--- src/rtl/sqm_pkg.sv ---
// Shared constants and helpers for the multi-channel sigma-delta/PWM audio converter.
package sqm_pkg;

   localparam logic MODE_PWM = 1'b0;
   localparam logic MODE_SD  = 1'b1;

   localparam int unsigned DIN_W_DEFAULT = 4;

   function automatic int unsigned clog2(input int unsigned value);
      int unsigned result;
      result = 0;
      while ((32'd1 << result) < value) begin
         result++;
      end
      return result;
   endfunction

endpackage

--- src/rtl/sqm_sd_mod.sv ---
// First-order sigma-delta modulator: the carry out of a running sum is the output bit.
module sqm_sd_mod #(
   parameter int unsigned WIDTH = 4
) (
   input  logic             clk,
   input  logic             reset_n,
   input  logic [WIDTH-1:0] in,
   input  logic             clr,
   output logic             out
);

   logic [WIDTH:0] acc_q, acc_d;

   // The carry bit is dropped before the next add; it only feeds the output.
   always_comb begin
      acc_d = {1'b0, acc_q[WIDTH-1:0]} + {1'b0, in};
      if (clr) begin
         acc_d = '0;
      end
   end

   always_ff @(posedge clk) begin
      if (!reset_n) begin
         acc_q <= '0;
      end else begin
         acc_q <= acc_d;
      end
   end

   assign out = acc_q[WIDTH];

endmodule

--- src/rtl/sqm_pwm_multi.sv ---
// Multi-channel 1-bit audio converter: per-channel PWM or sigma-delta plus a mixed
// sigma-delta output of all unmuted channels, with double-buffered level loading.
module sqm_pwm_multi
   import sqm_pkg::*;
#(
   parameter int unsigned CHANNELS = 6,
   parameter int unsigned DIN_W    = DIN_W_DEFAULT
) (
   input  logic                      clk,
   input  logic                      reset_n,
   input  logic [CHANNELS*DIN_W-1:0] din,
   input  logic                      load,
   input  logic                      mode,
   input  logic [CHANNELS-1:0]       mute,
   output logic [CHANNELS-1:0]       pwm,
   output logic                      mix_pwm,
   output logic                      period_start
);

   localparam int unsigned SUM_W = DIN_W + clog2(CHANNELS);
   // Period is 2^DIN_W - 1 cycles, so the last count is 2^DIN_W - 2.
   localparam logic [DIN_W-1:0] CNT_LAST = {{(DIN_W-1){1'b1}}, 1'b0};

   logic [DIN_W-1:0]          cnt_q, cnt_d;
   logic [CHANNELS*DIN_W-1:0] shadow_q, shadow_d;
   logic [CHANNELS*DIN_W-1:0] active_q, active_d;
   logic                      mode_q, mode_d;
   logic                      boundary;
   logic                      acc_clr;
   logic [CHANNELS-1:0]       sd_bit;
   logic [CHANNELS-1:0]       pwm_d;
   logic [SUM_W-1:0]          sum;
   logic                      mix_bit;

   assign boundary = (cnt_q == CNT_LAST);
   assign acc_clr  = boundary && (mode != mode_q);

   // A load on the boundary cycle goes straight through to active.
   always_comb begin
      cnt_d    = boundary ? '0 : cnt_q + DIN_W'(1);
      shadow_d = load ? din : shadow_q;
      active_d = boundary ? shadow_d : active_q;
      mode_d   = boundary ? mode : mode_q;
   end

   always_comb begin
      sum = '0;
      for (int i = 0; i < CHANNELS; i++) begin
         if (!mute[i]) begin
            sum = sum + SUM_W'(active_q[i*DIN_W +: DIN_W]);
         end
      end
   end

   for (genvar g = 0; g < CHANNELS; g++) begin : g_ch
      sqm_sd_mod #(
         .WIDTH (DIN_W)
      ) u_sd (
         .clk     (clk),
         .reset_n (reset_n),
         .in      (active_q[g*DIN_W +: DIN_W]),
         .clr     (acc_clr),
         .out     (sd_bit[g])
      );
   end

   sqm_sd_mod #(
      .WIDTH (SUM_W)
   ) u_mix (
      .clk     (clk),
      .reset_n (reset_n),
      .in      (sum),
      .clr     (1'b0),
      .out     (mix_bit)
   );

   always_comb begin
      pwm_d = '0;
      for (int i = 0; i < CHANNELS; i++) begin
         if (mode_q == MODE_SD) begin
            pwm_d[i] = !mute[i] && sd_bit[i];
         end else begin
            pwm_d[i] = !mute[i] && (active_q[i*DIN_W +: DIN_W] > cnt_q);
         end
      end
   end

   always_ff @(posedge clk) begin
      if (!reset_n) begin
         cnt_q        <= '0;
         shadow_q     <= '0;
         active_q     <= '0;
         mode_q       <= MODE_PWM;
         pwm          <= '0;
         mix_pwm      <= 1'b0;
         period_start <= 1'b0;
      end else begin
         cnt_q        <= cnt_d;
         shadow_q     <= shadow_d;
         active_q     <= active_d;
         mode_q       <= mode_d;
         pwm          <= pwm_d;
         mix_pwm      <= mix_bit;
         period_start <= (cnt_q == '0);
      end
   end

endmodule
--- config.mk ---
export PLATFORM = sky130hd
export DESIGN_NAME = sqm_pwm_multi
export DESIGN_NICKNAME = d
export VERILOG_FILES = /design/src/rtl/sqm_pkg.sv /design/src/rtl/sqm_sd_mod.sv /design/src/rtl/sqm_pwm_multi.sv
export SDC_FILE = /design/constraint.sdc
export NUM_CORES = 1
export LEC_CHECK = 0
export BUFFER_PORTS_ARGS = -buffer_cell sky130_fd_sc_hd__buf_4
export CAP_MARGIN = 20
export CORE_MARGIN = 10
export CORE_UTILIZATION = 49
export CTS_CLUSTER_SIZE = 14
export DETAILED_ROUTE_END_ITERATION = 8
export PLACE_DENSITY = 0.78
export SETUP_SLACK_MARGIN = 0.2
export SYNTH_ARGS = -nofsm -noshare
export SYNTH_HDL_FRONTEND = slang
export SYNTH_SLANG_ARGS = --single-unit
--- constraint.sdc ---
create_clock -name clk -period 7.7 [get_ports clk]
set_input_delay 2.31 -clock clk [delete_from_list [all_inputs] [get_ports clk]]
set_output_delay 2.31 -clock clk [all_outputs]
set_load 0.1 [all_outputs]
==> results of run 1 <==
## power breakdown
part | total [W] | switching, W | internal, W
Sequential | 0.000533 | 0.00000741 | 0.000526
Clock | 0.000472 | 0.000214 | 0.000258
Combinational | 0.000146 | 0.0000828 | 0.0000628
## cells in the final DEF (no fill, tap or decap), types with 3 or more instances in the layout
| cell | instances |
|---|---|
| a211oi_1 | 25 |
| a211oi_2 | 4 |
| a21o_1 | 18 |
| a21oi_1 | 30 |
| a21oi_2 | 7 |
| and2_1 | 3 |
| and3_1 | 3 |
| and4_1 | 6 |
| buf_4 | 71 |
| clkbuf_16 | 9 |
| dfxtp_1 | 99 |
| fa_1 | 11 |
| ha_1 | 69 |
| ha_4 | 9 |
| inv_1 | 51 |
| mux2_2 | 3 |
| mux2_4 | 6 |
| mux2i_1 | 27 |
| nand2_1 | 8 |
| nand2b_1 | 9 |
| nor2_1 | 87 |
| nor2b_1 | 28 |
| nor3_1 | 25 |
| o21ai_0 | 17 |
| o21ai_1 | 3 |
| o21ai_2 | 4 |
| xnor2_1 | 8 |
| xor2_1 | 12 |
## synthesized netlist by cell type, drive strengths merged, types with 10 or more instances
cell type,instances
nor3,26
nor2b,29
a21o,18
dfxtp,99
mux2i,29
o21ai,24
nor2,90
xnor2,10
clkbuf,16
a21oi,37
a211oi,30
inv,53
nand2b,10
xor2,12
fa,12
ha,78
## routing by layer
metal,part of all wire [%],routed length (um),vias to the layer above,global-route usage (%)
li1,-,-,2298,-
met1,43,5684,2129,19.37
met2,48,6272,115,27.64
met3,5.9,779,27,4.608
met4,3.0,394,0,7.023
met5,0,0,-,0
## sequential cells by signal (all words and copies together) (netlist names)
| signal | flops |
|---|---|
| mode_q | 1 |
| pwm | 6 |
| shadow_q | 24 |
| cnt_q | 4 |
| u_mix.acc_q | 8 |
| mix_pwm | 1 |
| g_ch.u_sd.acc_q | 30 |
| active_q | 24 |
| period_start | 1 |
## final cells by class
cell class                      count  area share (%)
Sequential cell                    99           28.39
Multi-Input combinational cell    457           53.88
Timing Repair Buffer               72           7.851
Clock inverter                      7           1.183
Inverter                           54           2.904
Clock buffer                        9           3.226
Tap cell                          143           2.563
## path summary, 6_finish.rpt
path / start / end / slack (ps) / cells past startpoint
max: mute[0] / u_mix.acc_q[6]$_SDFF_PN0_ / 220 / 34
max reg2reg: active_q[1]$_SDFFE_PN0P_ / u_mix.acc_q[6]$_SDFF_PN0_ / 1740 / 33
min: u_mix.acc_q[7]$_SDFF_PN0_ / mix_pwm$_SDFF_PN0_ / 470 / 1
min reg2reg: u_mix.acc_q[7]$_SDFF_PN0_ / mix_pwm$_SDFF_PN0_ / 470 / 1
## what timing repair did
action,4_1_cts,5_1_grt
pin swaps,22,23
resized for setup,14,15
hold endpoints to repair,0,0
hold buffers,0,0
endpoints found under the setup margin,3,5
buffers inserted,7,3
## worst max-delay path, delay by kind of cell
kind	cells	cell delay, ps
xor+xnor	4	570
simple gates	10	1040
compound gates	9	1340
mux	2	590
fa+ha+maj	6	1490
buf+inv	3	360
## cell families after synthesis
logic type / count (synthesis) / synth area share, %
AOI/OAI and AO/OA: 118 / 13.06
xor gates and xnor gates: 22 / 3.567
adders and majority gates: 90 / 20.89
buffers and inverters: 78 / 5.243
DFF: 99 / 34.04
muxes: 38 / 7.048
and+or+nand+nor: 189 / 16.16
## through the flow
stage | area, um2 | setup TNS (ps) | hold WS, ps | instances
global placement | 6474 | -186.2 | 465.8 | 815
detailed placement | 6474 | -1028 | 472.2 | 815
global route | 6980 | -28.40 | 506.4 | 841
floorplan | 5928 | 0 | 411.8 | 634
finish | 6980 | 0 | 467.8 | 841
CTS | 6908 | 0 | 494.1 | 838
==> metrics.cfg, run 1 <==
[routing]
viasPerCell = 5.433
final_antenna_net_count = 0
drc = 0
drtIter0Drc = 214
vias = 4569
wl_per_cell_um = 15.61
firstDrtPassIters = 4
wl_um = 13130

[finish]
fillCellCount = 947
area.growth.synth_to_final_pct = 19.88
final_util_pct = 60.61
drive_gt1_share_pct = 20.49
antenna_cells = 0
fin_nets = 817
regArea_mm2 = 0.001982
multi_input_area_mm2 = 0.003761

[yosys]
synth_cell_types = 51
syn_avg_cell_area_um2 = 9.185
synth-seq-cells = 99
synthArstFlopShare_pct = 0
synth_area_mm2 = 0.005823
synthCells = 634
ys_warn_count = 0
synth_edf_count = 0
synth_top_cell_area_share_pct = 34.04
synthesis.nets = 758
ys_seq_area_share_pct = 34.04
yosys-top-cells-area = dfxtp_1 (34%), ha_1 (17%), nor2_1 (5.7%), mux2i_1 (5.0%), fa_1 (4.1%)
yosysTopAreaCell = dfxtp_1
synth-main-ff-cell = dfxtp_1

[sta]
final.period_utilization_pct = 97.17
tightest_slew_ps = 699.3
clock_skew_ps = 10.60
rsz0062_at_grt = true
max_freq_mhz = 133.7
fin_crit_ps = 7482
setup_viol_count_final = 0
postLayoutSetupSlackWorst_ps = 218.3
hold_violations = 0
slew_headroom_pct = 53.32
slew_violations = 0

[critical_path]
startpoint_type = primary input
crit_fanout = 3
crit_type = in -> reg
cpPeakStageDelay_ps = 300
end_kind = register
crit_path_top_delay_cell = mux2i_2
required_ps = 7920
critPathArrivalTime_ps = 7700

[die]
chipHeight_um = 129.0
start_util_pct = 50.56
core_mm2 = 0.01152
die_x_um = 129.0
die-area_mm2 = 0.01664
row_count = 39
ioPinCount = 42

[clock_network]
clock_latency_ps = 360
clock_sinks = 99
root_buffer = clkbuf_16
clkTransAtPathRegs_ps = 70
clock_path_buffers = 2
cts_made_buffers = 9
cts_tree = yes
cts_max_level = 3

[place]
globalplace.congestion = 0.8690
dpl_worst_slack_ps = -358.1
dpl.hpwl_um = 9780
port_buffers = 41

[power]
p_leak_nw = 3.066
irDropWorstVdd_uv = 215.0
power_density_mw_per_mm2 = 164.9
total_power_w = 0.001151

[min_path]
hold_path.class = reg -> reg

[grt]
grt_max_degree = 62
antenna_found_initial = 0
grt_pass1_vias = 4784
overflow = 0
grt_pass1_wl_um = 22240
gr-usage-all-layers_pct = 16.45

[status]
outcome = complete, no violations

[job]
cap_viol_max_count = 0

Power figures use the tool's default switching activity.
==> inputs of run 2 (changes only) <==
--- a/config.mk
+++ b/config.mk
@@ -11,7 +11,7 @@
 export CORE_UTILIZATION = 49
 export CTS_CLUSTER_SIZE = 14
 export DETAILED_ROUTE_END_ITERATION = 8
-export PLACE_DENSITY = 0.78
+export PLACE_DENSITY = 0.75
 export SETUP_SLACK_MARGIN = 0.2
 export SYNTH_ARGS = -nofsm -noshare
 export SYNTH_HDL_FRONTEND = slang
==> constraint.sdc (replaced) <==
create_clock -name clk -period 9 [get_ports clk]
set_input_delay 2.7 -clock clk [delete_from_list [all_inputs] [get_ports clk]]
set_output_delay 2.7 -clock clk [all_outputs]
set_load 0.1 [all_outputs]
==> run 2 against run 1 <==
  * Total power shrank 13%
  * Global-route usage shrank 1.1 points
  * Wire length shrank 7.8%
  * First-iteration DRC count shrank 24%
  * Clock skew shrank 1.2 ps
  * Sequential cell count is the same
  * Cell area shrank 5.6%
  * Worst hold slack lost 8.3 ps
  * Largest cell class unchanged
==> metrics.cfg, run 2 (same netlist as run 1, synthesis figures left out) <==
[sta]
max_freq_mhz = 122.1
rsz0062_at_grt = false
final.period_utilization_pct = 90.98
tightest_slew_ps = 825.9
fin_crit_ps = 8188
clock_skew_ps = 9.378
slew_headroom_pct = 44.60
setup_viol_count_final = 0
tns_ps = 0
slew_violations = 0
hold_violations = 0

[routing]
firstDrtPassIters = 4
wl_um = 12110
drc = 0
wl_per_cell_um = 14.88
drtIter0Drc = 162
final_antenna_net_count = 0
vias = 4412
viasPerCell = 5.420

[finish]
largest-register = g_ch.u_sd.acc_q
largest_register_ff_count = 30
antenna_cells = 0
area.growth.synth_to_final_pct = 13.17
drive_gt1_share_pct = 12.67
fillCellCount = 1010
reg_top3 = g_ch.u_sd.acc_q x30, active_q x24, shadow_q x24
fin_nets = 790
layout_common_cells = dfxtp_1 (99), nor2_1 (89), ha_1 (78), inv_1 (52), buf_4 (45)
final_util_pct = 57.23
mostFrequentLayoutCell = dfxtp_1

[min_path]
holdPathStages = 1
hold_path.class = reg -> reg

[job]
cap_viol_max_count = 0

[clock_network]
clock_latency_ps = 360
clock_sinks = 99
clock_path_buffers = 2
clkTransAtPathRegs_ps = 70
postCtsHoldBufs = 0
cts_made_buffers = 9
cts_max_level = 3
root_buffer = clkbuf_16
cts_tree = yes

[critical_path]
cp_common_cell = ha_1
ff2ff_setup_slack_ps = 2800
crit_path_top_delay_cell = fa_1
end_kind = register
crit_type = in -> reg
critPathArrivalTime_ps = 8430
r2r_cells = 30
crit_fanout = 5
required_ps = 9240
startpoint_type = primary input
cpPeakStageDelay_ps = 460

[die]
chipHeight_um = 129.0
row_count = 39
core_mm2 = 0.01152
ioPinCount = 42
start_util_pct = 50.56
die_x_um = 129.0
die-area_mm2 = 0.01664

[place]
dpl.hpwl_um = 9251
port_buffers = 41
globalplace.congestion = 0.8353

[power]
power_density_mw_per_mm2 = 151.7
irDropWorstVdd_uv = 117.8
p_leak_nw = 2.953

[grt]
antenna_found_initial = 0
grt_max_degree = 50
overflow = 0
gr-usage-all-layers_pct = 15.34
grt_pass1_wl_um = 20790
grt_pass1_vias = 4443

[status]
outcome = complete, no violations

run 2: cell types whose count changed in the layout (fill, tap and decap cells not counted), moves of 5 or more:
cell	before	now
buf_4	71	45
a21oi_1	30	35
a21oi_2	7	2
o21ai_0	17	22
ha_4	9	0
ha_1	69	78
run 2: final timing paths:
kind | end | from
min reg2reg | mix_pwm$_SDFF_PN0_ | u_mix.acc_q[7]$_SDFF_PN0_
min | mix_pwm$_SDFF_PN0_ | u_mix.acc_q[7]$_SDFF_PN0_
max | u_mix.acc_q[6]$_SDFF_PN0_ | mute[0]
max reg2reg | u_mix.acc_q[6]$_SDFF_PN0_ | active_q[1]$_SDFFE_PN0P_
run 2: critical path: cells and delay by family:
family / cells / cell delay [ps]
adder cells (fa/ha/maj): 6 / 1940
AO/OA/AOI/OAI: 8 / 1390
AND/OR/NAND/NOR: 10 / 1250
multiplexers: 2 / 430
buffers and inverters: 3 / 390
XOR/XNOR: 2 / 320
run 2: cell type report:
| type | instances | area (um2) | area share, % |
|---|---|---|---|
| clock buffers | 9 | 225.2 | 3.418 |
| clock inverters | 7 | 110.1 | 1.671 |
| inverters | 54 | 202.7 | 3.076 |
| multi-input cells | 457 | 3553 | 53.92 |
| flip-flops and latches | 99 | 1982 | 30.07 |
| well taps | 143 | 178.9 | 2.715 |
| repair buffers | 45 | 337.8 | 5.126 |
run 2: stage by stage:
step	power, W	hold WS [ps]	worst slack [ps]	instances	cell area, um2
6_report	0.0009998	459.5	812.1	814	6590
5_1_grt	0.001037	477.6	233.1	814	6590
4_1_cts	0.001010	468.5	472.8	813	6569
3_5_place_dp	0.0005773	452.8	112.2	797	6233
3_3_place_gp	0.0005715	445.7	336.0	797	6233
2_1_floorplan	0.0005452	411.8	818.3	634	5823
run 2: where the power goes:
group,switching [W],internal (W),total [W],leakage (nW)
Combinational,0.0000653,0.0000459,0.000111,1.98
Clock,0.000184,0.000249,0.000433,0.165
Sequential,0.00000594,0.000450,0.000456,0.804
run 2: what timing repair did:
action                                  CTS  global route
hold endpoints to repair                  0             0
resized for setup                         0             3
setup buffers                             0             1
endpoints found under the setup margin    0             3
run 2: routing by layer:
layer  GRT usage, %  wire, um  vias to the layer above  part of all wire (%)
li1               -         -                     2248                     -
met3          2.529       339                       13                   2.8
met2          25.30      5738                       63                    47
met4          6.421       206                        0                   1.7
met1          19.56      5826                     2088                    48
met5              0         0                        -                     0
==> inputs of run 3 (changes only) <==
--- a/config.mk
+++ b/config.mk
@@ -13,6 +13,7 @@
 export DETAILED_ROUTE_END_ITERATION = 8
 export PLACE_DENSITY = 0.75
 export SETUP_SLACK_MARGIN = 0.2
+export SKIP_CTS_REPAIR_TIMING = 1
 export SYNTH_ARGS = -nofsm -noshare
 export SYNTH_HDL_FRONTEND = slang
 export SYNTH_SLANG_ARGS = --single-unit
==> constraint.sdc (replaced) <==
create_clock -name clk -period 9 [get_ports clk]
set_input_delay 0.45 -clock clk [delete_from_list [all_inputs] [get_ports clk]]
set_output_delay 0.45 -clock clk [all_outputs]
set_load 0.1 [all_outputs]
==> run 3 against run 2 <==
  * Register-to-register slack got worse by 380 ps
  * Cell area is 0.36% lower
  * Sequential share of layout area increased by 0.11 points
  * Critical endpoint unchanged
  * Largest cell class unchanged
  * Highest routed layer unchanged
==> metrics.cfg, run 3 (same netlist as run 1, synthesis figures left out) <==
[finish]
largest-register = g_ch.u_sd.acc_q
fillCellCount = 1034
fin_nets = 789
antenna_cells = 0
drive_gt1_share_pct = 12.09
multi_input_area_mm2 = 0.003540
mostFrequentLayoutCell = dfxtp_1
layout_common_cells = dfxtp_1 (99), nor2_1 (89), ha_1 (78), inv_1 (52), buf_4 (44)
regArea_mm2 = 0.001982
largest_register_ff_count = 30
final_util_pct = 57.02
area.growth.synth_to_final_pct = 12.76
reg_top3 = g_ch.u_sd.acc_q x30, active_q x24, shadow_q x24

[place]
globalplace.congestion = 0.8352
dpl.hpwl_um = 9335
port_buffers = 41
dpl_worst_slack_ps = 2308

[grt]
met3_usage_pct = 2.977
grt_pass1_wl_um = 20820
grt_pass1_vias = 4514
grt_use_met2_pct = 25.76
grt_max_degree = 50
antenna_found_initial = 0
busiest_layer = met2
overflow = 0
gr-usage-all-layers_pct = 15.38
use_met1_pct = 18.73

[power]
p_leak_nw = 2.947
irDropWorstVdd_uv = 130.5
power_density_mw_per_mm2 = 151.9

[die]
row_count = 39
start_util_pct = 50.56
die-area_mm2 = 0.01664
die_x_um = 129.0
core_mm2 = 0.01152
ioPinCount = 42
chipHeight_um = 129.0

[min_path]
hold_path.class = in -> reg
holdPathStages = 2

[clock_network]
cts_max_level = 3
cts_tree = yes
clock_sinks = 99
clock_path_buffers = 2
root_buffer = clkbuf_16
cts_made_buffers = 9
clkTransAtPathRegs_ps = 70
clock_latency_ps = 350

[sta]
postLayoutSetupSlackWorst_ps = 2421
hold_violations = 0
slew_headroom_pct = 46.20
clock_skew_ps = 5.789
fin_crit_ps = 6579
slew_violations = 0
final.period_utilization_pct = 73.10
tns_ps = 0
setup_viol_count_final = 0
max_freq_mhz = 152.0
rsz0062_at_grt = false
fin_hold_ws_ps = 309.2
tightest_slew_ps = 802.1

[critical_path]
crit_type = reg -> reg
end_kind = register
r2r_cells = 29
critPathArrivalTime_ps = 6810
cp_common_cell = nor2_1
required_ps = 9230
crit_fanout = 7
cpPeakStageDelay_ps = 520
startpoint_type = register
crit_path_top_delay_cell = fa_1

[routing]
wl_per_cell_um = 14.70
wl_um = 11960
viasPerCell = 5.395
vias = 4386
drc = 0
drtIter0Drc = 126
firstDrtPassIters = 4
final_antenna_net_count = 0

[status]
outcome = complete, no violations

[job]
cap_viol_max_count = 0

## run 3: worst max-delay path, delay by kind of cell (launching register included)
kind | cells | cell delay, ps
AO/OA/AOI/OAI | 7 | 1710
XOR/XNOR | 3 | 500
adder cells (fa/ha/maj) | 6 | 2490
buffers and inverters | 3 | 290
flip-flops | 1 | 430
multiplexers | 1 | 280
AND/OR/NAND/NOR | 9 | 770
## run 3: report_power, final
group          leakage (nW)  internal, W  switching (W)
clock network         0.165     0.000250       0.000181
logic                  1.98    0.0000458      0.0000651
registers             0.804     0.000450     0.00000591
## run 3: metal layers
layer / part of all wire, % / up-vias / wire [um]
met2: 48 / 67 / 5681
li1: - / 2249 / -
met1: 47 / 2050 / 5589
met5: 0 / - / 0
met3: 3.5 / 20 / 415
met4: 2.2 / 0 / 268
## run 3: area by class of cell
type / count / area share [%]
Clock buffer: 9 / 3.430
Clock inverter: 7 / 1.639
Inverter: 54 / 3.087
Multi-Input combinational cell: 457 / 53.91
Sequential cell: 99 / 30.18
Tap cell: 143 / 2.725
Timing Repair Buffer: 44 / 5.030
## run 3: metrics by stage
stage,area [um2],total power (W),cells
2_1_floorplan,5823,0.0005452,634
3_3_place_gp,6233,0.0005715,797
3_5_place_dp,6233,0.0005778,797
4_1_cts,6566,0.001010,813
5_1_grt,6566,0.001037,813
6_report,6566,0.0009974,813
## run 3: worst paths after layout
| kind | start | end | slack (ps) |
|---|---|---|---|
| worst min register to register | u_mix.acc_q[7]$_SDFF_PN0_ | mix_pwm$_SDFF_PN0_ | 460 |
| worst max register to register | active_q[1]$_SDFFE_PN0P_ | u_mix.acc_q[6]$_SDFF_PN0_ | 2420 |
| worst max-delay path | active_q[1]$_SDFFE_PN0P_ | u_mix.acc_q[6]$_SDFF_PN0_ | 2420 |
| worst min-delay path | mute[0] | pwm[0]$_SDFF_PN0_ | 310 |
